==> src/rtl/prefetch_pkg.sv <==
`default_nettype none
// +----------------------------------------------------------------------------+
// | Module      : prefetch_pkg                                                 |
// | Description : Shared types and constants for the OBI prefetch controller.  |
// | Revision    : 1.0 - initial release                                        |
// +----------------------------------------------------------------------------+
package prefetch_pkg;

    typedef enum logic [0:0] {
        IDLE        = 1'b0,
        BRANCH_WAIT = 1'b1
    } prefetch_state_e;

    localparam logic [31:0] ALIGN_MASK   = 32'hFFFF_FFFC;
    localparam logic [31:0] FETCH_STRIDE = 32'd4;

endpackage
`default_nettype wire

==> src/rtl/prefetch_resp_tracker.sv <==
`default_nettype none
// +----------------------------------------------------------------------------+
// | Module      : prefetch_resp_tracker                                        |
// | Description : Counts in-flight OBI transactions and stale responses, and   |
// |               decides whether each rvalid is pushed or dropped.            |
// | Revision    : 1.0 - initial release                                        |
// +----------------------------------------------------------------------------+
module prefetch_resp_tracker
    import prefetch_pkg::*;
#(
    parameter int MAX_OUTSTANDING = 2
) (
    input  logic                                   clk,
    input  logic                                   rst_n,
    input  logic                                   i_accept,
    input  logic                                   i_stale_accept,
    input  logic                                   i_resp_valid,
    input  logic                                   i_branch,
    output logic                                   o_push,
    output logic [$clog2(MAX_OUTSTANDING+1)-1:0]   o_outstanding,
    output logic [$clog2(MAX_OUTSTANDING+1)-1:0]   o_discard
);

    localparam int OUT_W = $clog2(MAX_OUTSTANDING + 1);

    logic [OUT_W-1:0] r_outstanding;
    logic [OUT_W-1:0] r_discard;
    logic             w_resp;

    // An rvalid with nothing in flight belongs to no transaction we know of.
    assign w_resp        = i_resp_valid && (r_outstanding != '0);
    assign o_push        = w_resp && (r_discard == '0) && !i_branch;
    assign o_outstanding = r_outstanding;
    assign o_discard     = r_discard;

    always_ff @(posedge clk) begin
        if (!rst_n) begin
            r_outstanding <= '0;
            r_discard     <= '0;
        end else begin
            r_outstanding <= r_outstanding + OUT_W'(i_accept) - OUT_W'(w_resp);
            // A redirect turns every older transaction still in flight stale.
            if (i_branch) begin
                r_discard <= r_outstanding - OUT_W'(w_resp) + OUT_W'(i_stale_accept);
            end else begin
                r_discard <= r_discard - OUT_W'(w_resp && (r_discard != '0))
                           + OUT_W'(i_stale_accept);
            end
        end
    end

endmodule
`default_nettype wire

==> src/rtl/prefetch_obi_ctrl.sv <==
`default_nettype none
// +----------------------------------------------------------------------------+
// | Module      : prefetch_obi_ctrl                                            |
// | Description : OBI instruction-fetch sequencer: issues word fetches, holds  |
// |               unaccepted requests stable, and handles PC redirects.        |
// | Revision    : 1.0 - initial release                                        |
// +----------------------------------------------------------------------------+
module prefetch_obi_ctrl
    import prefetch_pkg::*;
#(
    parameter int DEPTH           = 4,
    parameter int MAX_OUTSTANDING = 2
) (
    input  logic                         clk,
    input  logic                         rst_n,
    input  logic                         req_i,
    input  logic                         branch_i,
    input  logic [31:0]                  branch_addr_i,
    input  logic [$clog2(DEPTH+1)-1:0]   fifo_cnt_i,
    output logic                         trans_valid_o,
    input  logic                         trans_ready_i,
    output logic [31:0]                  trans_addr_o,
    input  logic                         resp_valid_i,
    output logic                         fifo_push_o,
    output logic                         fifo_flush_o,
    output logic                         busy_o
);

    localparam int CNT_W = $clog2(DEPTH + 1);
    localparam int OUT_W = $clog2(MAX_OUTSTANDING + 1);
    localparam int LVL_W = $clog2(DEPTH + MAX_OUTSTANDING + 1);

    prefetch_state_e  r_state;
    logic [31:0]      r_next_addr;
    logic [31:0]      r_branch_addr_q;
    logic             r_held;

    logic [OUT_W-1:0] w_outstanding;
    logic [OUT_W-1:0] w_discard;
    logic             w_push;
    logic [31:0]      w_target;
    logic [31:0]      w_addr_inc;
    logic [CNT_W-1:0] w_eff_cnt;
    logic [LVL_W-1:0] w_level;
    logic             w_issue;
    logic             w_accept;
    logic             w_stale_accept;

    assign w_target  = branch_addr_i & ALIGN_MASK;
    // A redirect flushes the FIFO this cycle, so its occupancy no longer counts.
    assign w_eff_cnt = branch_i ? '0 : fifo_cnt_i;
    assign w_level   = LVL_W'(w_eff_cnt) + LVL_W'(w_outstanding) - LVL_W'(w_discard);

    assign w_issue = rst_n && !r_held && (r_state == IDLE) && req_i
                   && (w_outstanding < OUT_W'(MAX_OUTSTANDING))
                   && (w_level < LVL_W'(DEPTH));

    // While a request is held, r_next_addr is the held address.
    assign trans_valid_o  = rst_n && (r_held || w_issue);
    assign trans_addr_o   = (!r_held && branch_i) ? w_target : r_next_addr;
    assign w_accept       = trans_valid_o && trans_ready_i;
    assign w_addr_inc     = trans_addr_o + FETCH_STRIDE;
    assign w_stale_accept = w_accept && ((r_state == BRANCH_WAIT) || (r_held && branch_i));

    assign fifo_push_o  = rst_n && w_push;
    assign fifo_flush_o = branch_i;
    assign busy_o       = trans_valid_o || (w_outstanding != '0);

    prefetch_resp_tracker #(
        .MAX_OUTSTANDING (MAX_OUTSTANDING)
    ) u_resp_tracker (
        .clk            (clk),
        .rst_n          (rst_n),
        .i_accept       (w_accept),
        .i_stale_accept (w_stale_accept),
        .i_resp_valid   (resp_valid_i),
        .i_branch       (branch_i),
        .o_push         (w_push),
        .o_outstanding  (w_outstanding),
        .o_discard      (w_discard)
    );

    always_ff @(posedge clk) begin
        if (!rst_n) begin
            r_state         <= IDLE;
            r_next_addr     <= '0;
            r_branch_addr_q <= '0;
            r_held          <= 1'b0;
        end else begin
            r_held <= trans_valid_o && !trans_ready_i;
            case (r_state)
                IDLE: begin
                    if (r_held) begin
                        if (w_accept) begin
                            r_next_addr <= branch_i ? w_target : w_addr_inc;
                        end else if (branch_i) begin
                            r_state         <= BRANCH_WAIT;
                            r_branch_addr_q <= w_target;
                        end
                    end else begin
                        r_next_addr <= w_accept ? w_addr_inc : trans_addr_o;
                    end
                end
                BRANCH_WAIT: begin
                    // The newest redirect target wins, even in the accept cycle.
                    if (w_accept) begin
                        r_state     <= IDLE;
                        r_next_addr <= branch_i ? w_target : r_branch_addr_q;
                    end else if (branch_i) begin
                        r_branch_addr_q <= w_target;
                    end
                end
                default: r_state <= IDLE;
            endcase
        end
    end

`ifndef SYNTHESIS
    a_out_bound: assert property (@(posedge clk) disable iff (!rst_n)
        w_outstanding <= OUT_W'(MAX_OUTSTANDING));
    a_discard_bound: assert property (@(posedge clk) disable iff (!rst_n)
        w_discard <= w_outstanding);
    a_no_push_full: assert property (@(posedge clk) disable iff (!rst_n)
        fifo_push_o |-> (fifo_cnt_i < CNT_W'(DEPTH)));
    a_req_stable: assert property (@(posedge clk) disable iff (!rst_n)
        (trans_valid_o && !trans_ready_i) |=> (trans_valid_o && $stable(trans_addr_o)));
    a_stray_resp: assert property (@(posedge clk) disable iff (!rst_n)
        resp_valid_i |-> (w_outstanding != '0))
        else $warning("resp_valid_i with no transaction in flight, ignored");
`endif

endmodule
`default_nettype wire
==> config.mk <==
export PLATFORM = sky130hd
export DESIGN_NAME = prefetch_obi_ctrl
export DESIGN_NICKNAME = d
export VERILOG_FILES = /design/src/rtl/prefetch_pkg.sv /design/src/rtl/prefetch_resp_tracker.sv /design/src/rtl/prefetch_obi_ctrl.sv
export SDC_FILE = /design/constraint.sdc
export NUM_CORES = 1
export LEC_CHECK = 0
export ABC_AREA = 1
export BUFFER_PORTS_ARGS = -buffer_cell sky130_fd_sc_hd__buf_2
export CORE_UTILIZATION = 55
export CTS_BUF_LIST = sky130_fd_sc_hd__clkbuf_4
export DETAILED_ROUTE_END_ITERATION = 10
export PLACE_DENSITY = 0.84
export SYNTH_ARGS = -nofsm -noshare
export SYNTH_HDL_FRONTEND = slang
export SYNTH_HIERARCHICAL = 1
export SYNTH_SLANG_ARGS = --single-unit
==> constraint.sdc <==
create_clock -name clk -period 4.3 [get_ports clk]
set_clock_uncertainty 0.15 [all_clocks]
set_input_delay 0.86 -clock clk [delete_from_list [all_inputs] [get_ports clk]]
set_output_delay 0.86 -clock clk [all_outputs]
set_load 0.02 [all_outputs]
# After elaboration in Yosys (flattened, before gate mapping)
# Cells that the tools add are included.
# totals
register_bits	70
input_bits	41
out_inout_bits	36
word_cells	65
# op_classes
addsub	9
n_lt_le_gt_ge	2
n_eq_ne	3
mux	18
bitwise_logic	1
n_reduce_logical	26
# op_table
op	n
32-bit 2-to-1 mux	9
32-bit case mux with 2 select lines	2
32-bit by 3-bit adder with 32-bit output, second input constant	1
1-bit logical AND	16
2-bit by 1-bit adder with 2-bit output	3
2-bit by 1-bit subtractor with 2-bit output	3
1-bit 2-to-1 mux	4
2-bit nonzero test	2
3-bit by 2-bit adder with 3-bit output	1
1-bit zero test	3
1-bit logical OR	3
3-bit < comparator, second input constant	1
3-bit 2-to-1 mux	1
3-bit by 2-bit != test with 1-bit output, second input constant	1
3-bit by 2-bit subtractor with 3-bit output	1
2-bit zero test	1
2-bit < comparator, second input constant	1
2-bit 2-to-1 mux	1
2-bit by 1-bit != test with 1-bit output, second input constant	1
2-bit != test, second input constant	1
1-bit case mux with 2 select lines	1
2-bit AND reduction	1
1-bit inverter	1

# Depth between registers and ports, before layout
# depth
depth_word	12
mapped_depth	22
ltp_nobuf	20

# Cells and area by module
# Netlist, hierarchy kept.
# modules_own_cells
module	n_inst	cells_each	area_each_um2	seq_area_each_um2
prefetch_obi_ctrl	1	944	5491.5	1321.3
prefetch_resp_tracker	1	42	284.0	80.1

# Worst setup path before layout
# OpenSTA, ideal clock, no wires.
# synth_path
kind	input port to output port
startpoint	input branch_i
endpoint	output busy_o
t_arrival_ns	2.724
required_ns	3.290
path_slack_ns	0.566
stages	14
n_path_buf	1
cell_sequence	inv_2 > clkbuf_1 > nand2_1 > fa_1 > inv_1 > ha_1 > nand3_1 > nand2_1 > inv_1 > nand2_1 > nand3_1 > nand2_1 > nand2_1 > nand2_1
# synth_via
elab_chain_len	8
# synth_lines
item	line_no	rtl
start: declaration	prefetch_obi_ctrl.sv:17	input logic branch_i,
3-bit 2-to-1 mux	prefetch_obi_ctrl.sv:51	assign w_eff_cnt = branch_i ? '0 : fifo_cnt_i;
3-bit by 2-bit adder with 3-bit output	prefetch_obi_ctrl.sv:52	assign w_level = LVL_W'(w_eff_cnt) + LVL_W'(w_outstanding) - LVL_W'(w_discard);
3-bit by 2-bit subtractor with 3-bit output	prefetch_obi_ctrl.sv:52	
3-bit < comparator	prefetch_obi_ctrl.sv:56	&& (w_level < LVL_W'(DEPTH));
1-bit logical AND	prefetch_obi_ctrl.sv:56	
1-bit logical OR	prefetch_obi_ctrl.sv:59	assign trans_valid_o = rst_n && (r_held || w_issue);
1-bit logical AND	prefetch_obi_ctrl.sv:59	
1-bit logical OR	prefetch_obi_ctrl.sv:67	assign busy_o = trans_valid_o || (w_outstanding != '0);
end: declaration	prefetch_obi_ctrl.sv:26	output logic busy_o
# No other way between the ends.

# Final worst setup path
# Ends and elaborated chain as after synthesis.

==> flow_metrics.tcl <==
set metrics [dict create \
    status "finished clean" \
    cp.arrival_ps 2640 \
    dr.pass1.iters 5 \
    grtUsageTotal_pct 29.3 \
    finalCritPeriodShare_pct 84.8 \
    grt_pass1_vias 5813 \
    finalNetCount 1073 \
    setup_viol 0 \
    slew_violations 0 \
    seqPwrFrac_pct 41.1 \
    drt_iter0_markers 421 \
    fmax_mhz 274 \
    cp_cell_sequence "buf_2, inv_2, nand2_1, fa_1, inv_1, ha_1, nand3_1, nand2_1, inv_1, nand2_1, nand3_1, nand2_1, nand2_1, nand2_1, buf_2" \
    viasPerCell 5.45 \
    worstSetupStartpointType "input pin" \
    cts_tree "done" \
    synthCells 986 \
    die-area_mm2 0.0109 \
    core_area_mm2 0.0102 \
    gp_congestion 0.936 \
    htreeDepth 3 \
    hold_depth 2 \
    cts_hold_buf 0 \
    syn_avg_cell_area_um2 5.86 \
    synth_top_area_share_pct 24.3 \
    fin_tns_setup_ps 0 \
    drive_gt1_share_pct 16.7 \
    cts_buffers 9 \
    relSlewSlack_pct 57.7 \
    final.fill_count 1039 \
    routed_wl_um 15500 \
    syn_nets 1035 \
    p_sw_uw 658 \
    grt_setup_unrepaired "no" \
    combinationalPowerShare_pct 30.8 \
    path_clk_slew_ps 130 \
    min_from "r_branch_addr_q[0]" \
    cts_max_path_buffers 2 \
    r2r_cells 19 \
    antenna_found_initial 0 \
    dieHeight_um 104 \
    ys_seq_elements 70 \
    swShare_pct 37.0 \
    finalHoldViolCount 0 \
    grt_pass1_wl_um 26600 \
    clock-sinks 70 \
    via_count 6353 \
    p_int_mw 1.12 \
    power_frac_clock_pct 28.2 \
    place_hpwl_um 10700 \
    drcViolationCount 0 \
    layout_commonest_cell "nand2_1" \
    r2r-end "r_next_addr[26]" \
    powerDensity_mw_per_mm2 283 \
    avgRoutedWirePerCell_um 13.3 \
    power_leakage_nw 2.86 \
    synth_area_leaders "dfxtp_1 24%, nand2_1 23%, nand3_1 7.3%" \
    reg2reg_from "u_resp_tracker/o_outstanding[1]" \
    crit_slowest_cell "fa_1" \
    r2r_slack_ps 1030 \
    ys_seq_area_share_pct 24.3 \
    synth_top_area_cell "dfxtp_1" \
    worstMarginPinSlew_ps 634 \
    die_width_um 104 \
    grt_max_degree 62 \
    slowest_delay_ps 480 \
    clk_latency_ps 430 \
    grt.overflow.total 0 \
    io_pins 77 \
    min_to "r_branch_addr_q[0]" \
    worstHoldPathType "register to register" \
    crit_fanout 3 \
    path_class "input pin to output port" \
    postRouteAntennaNets 0 \
    rows 37 \
    crit_top_cell "nand2_1" \
    critPathRequiredTime_ps 3290 \
    fin_hold_ws_ps 324 \
    cts_resized 0 \
    yosysUniqueCellTypes 38 \
    cap_violations 0 \
    n_antenna_cell 0 \
    area_growth_pct 8.54 \
    crit_path_end_kind "output port" \
    ir_drop_mv 0.188 \
    final_cell_mix "350 x nand2_1, 84 x nand3_1, 81 x a21oi_1, 74 x o21ai_0, 74 x buf_2" \
    yosysWarningCount 6 \
    finalWorstPathRequiredPeriod_ps 3650 \
    syn_area_mm2 0.00578 \
    portBuffers 74 \
    cts_root_buf "clkbuf_4" \
    post_cts_buffers 0 \
    start_util_pct 56.5 \
]
worst max path at each step:
stage | endpoint | start | slack (ps)
2_1_floorplan | busy_o | branch_i | 570
3_3_place_gp | r_next_addr[23] | branch_i | 590
3_5_place_dp | r_next_addr[26] | branch_i | 520
4_1_cts | busy_o | branch_i | 640
5_1_grt | busy_o | branch_i | 530
6_report | busy_o | branch_i | 650
Yosys cell counts:
library cell and number:
nand2_1 350, inv_2 4, a211oi_1 1, nand3b_1 2, nor2_4 4, nor2_2 11, buf_1 7, a31oi_1 26
inv_6 1, clkbuf_1 29, buf_8 1, buf_2 10, a21boi_0 2, a21oi_1 81, xor2_2 1, nand2_4 6
o21ai_0 74, ha_1 7, nand2_2 29, a21oi_2 4, o21ai_2 1, nand3_1 84, fa_1 1, buf_4 6
o21a_1 3, or2_2 2, nor2_1 53, o211ai_1 3, xor2_1 13, nor4_1 1, inv_1 67, nand4_1 3
o21ai_1 17, buf_12 1, clkbuf_4 1, nand3_2 6, buf_6 4, dfxtp_1 70
routing by layer:
layer | part of all wire [%] | routed length, um | track usage (%)
met5 | 0 | 0 | 0
met4 | 1.4 | 221 | 8.47
met3 | 6.7 | 1040 | 4.20
met2 | 46 | 7200 | 50.5
met1 | 45 | 7030 | 37.7
layout make-up:
type                       instances  area, um^2  area share, %
tap                              136         170           2.71
clock inverter                     7        98.8           1.58
inverter                          72         275           4.39
multi-input combinational        785        3780           60.3
clock buffer                       9        67.6           1.08
timing repair buffer              86         473           7.54
sequential                        70        1400           22.4
power groups by stage:
stage / clock (mW) / sequential [mW] / combinational, mW
2_1_floorplan: 0 / 0.736 / 0.415
3_3_place_gp: 0 / 0.742 / 0.530
3_5_place_dp: 0 / 0.743 / 0.541
4_1_cts: 0.509 / 0.729 / 0.543
5_1_grt: 0.530 / 0.737 / 0.614
6_report: 0.500 / 0.730 / 0.546
worst max-delay path, delay by kind of cell:
kind / cells / cell delay, ps
AND/OR/NAND/NOR: 8 / 590
adder cells (fa/ha/maj): 2 / 750
buffers and inverters: 5 / 430
stage by stage:
stage	total power, mW	instance area (um^2)	setup slack [ps]	utilization, %	cells
6_report	1.78	6270	654	61.3	1165
3_5_place_dp	1.28	6100	520	59.6	1149
3_3_place_gp	1.27	6100	588	59.6	1149
5_1_grt	1.88	6270	528	61.3	1165
2_1_floorplan	1.15	5780	566	-	986
4_1_cts	1.78	6270	638	61.3	1165
sequential cells by signal (all words and copies together) (netlist names):
register / flops
r_next_addr: 32
r_held: 1
u_resp_tracker/o_discard: 2
r_branch_addr_q: 32
u_resp_tracker/o_outstanding: 2
r_state: 1
kinds of logic (layout without fill, tap and decap cells):
family          Yosys count  in the layout  share of synthesized area [%]
compound gates          212            212                           19.6
xor+xnor                 14             14                           2.25
buf+inv                 131            174                           10.3
flops                    70             70                           24.3
simple gates            551            551                           41.7
fa+ha+maj                 8              8                           1.86
(Power assumes the default switching activity.)
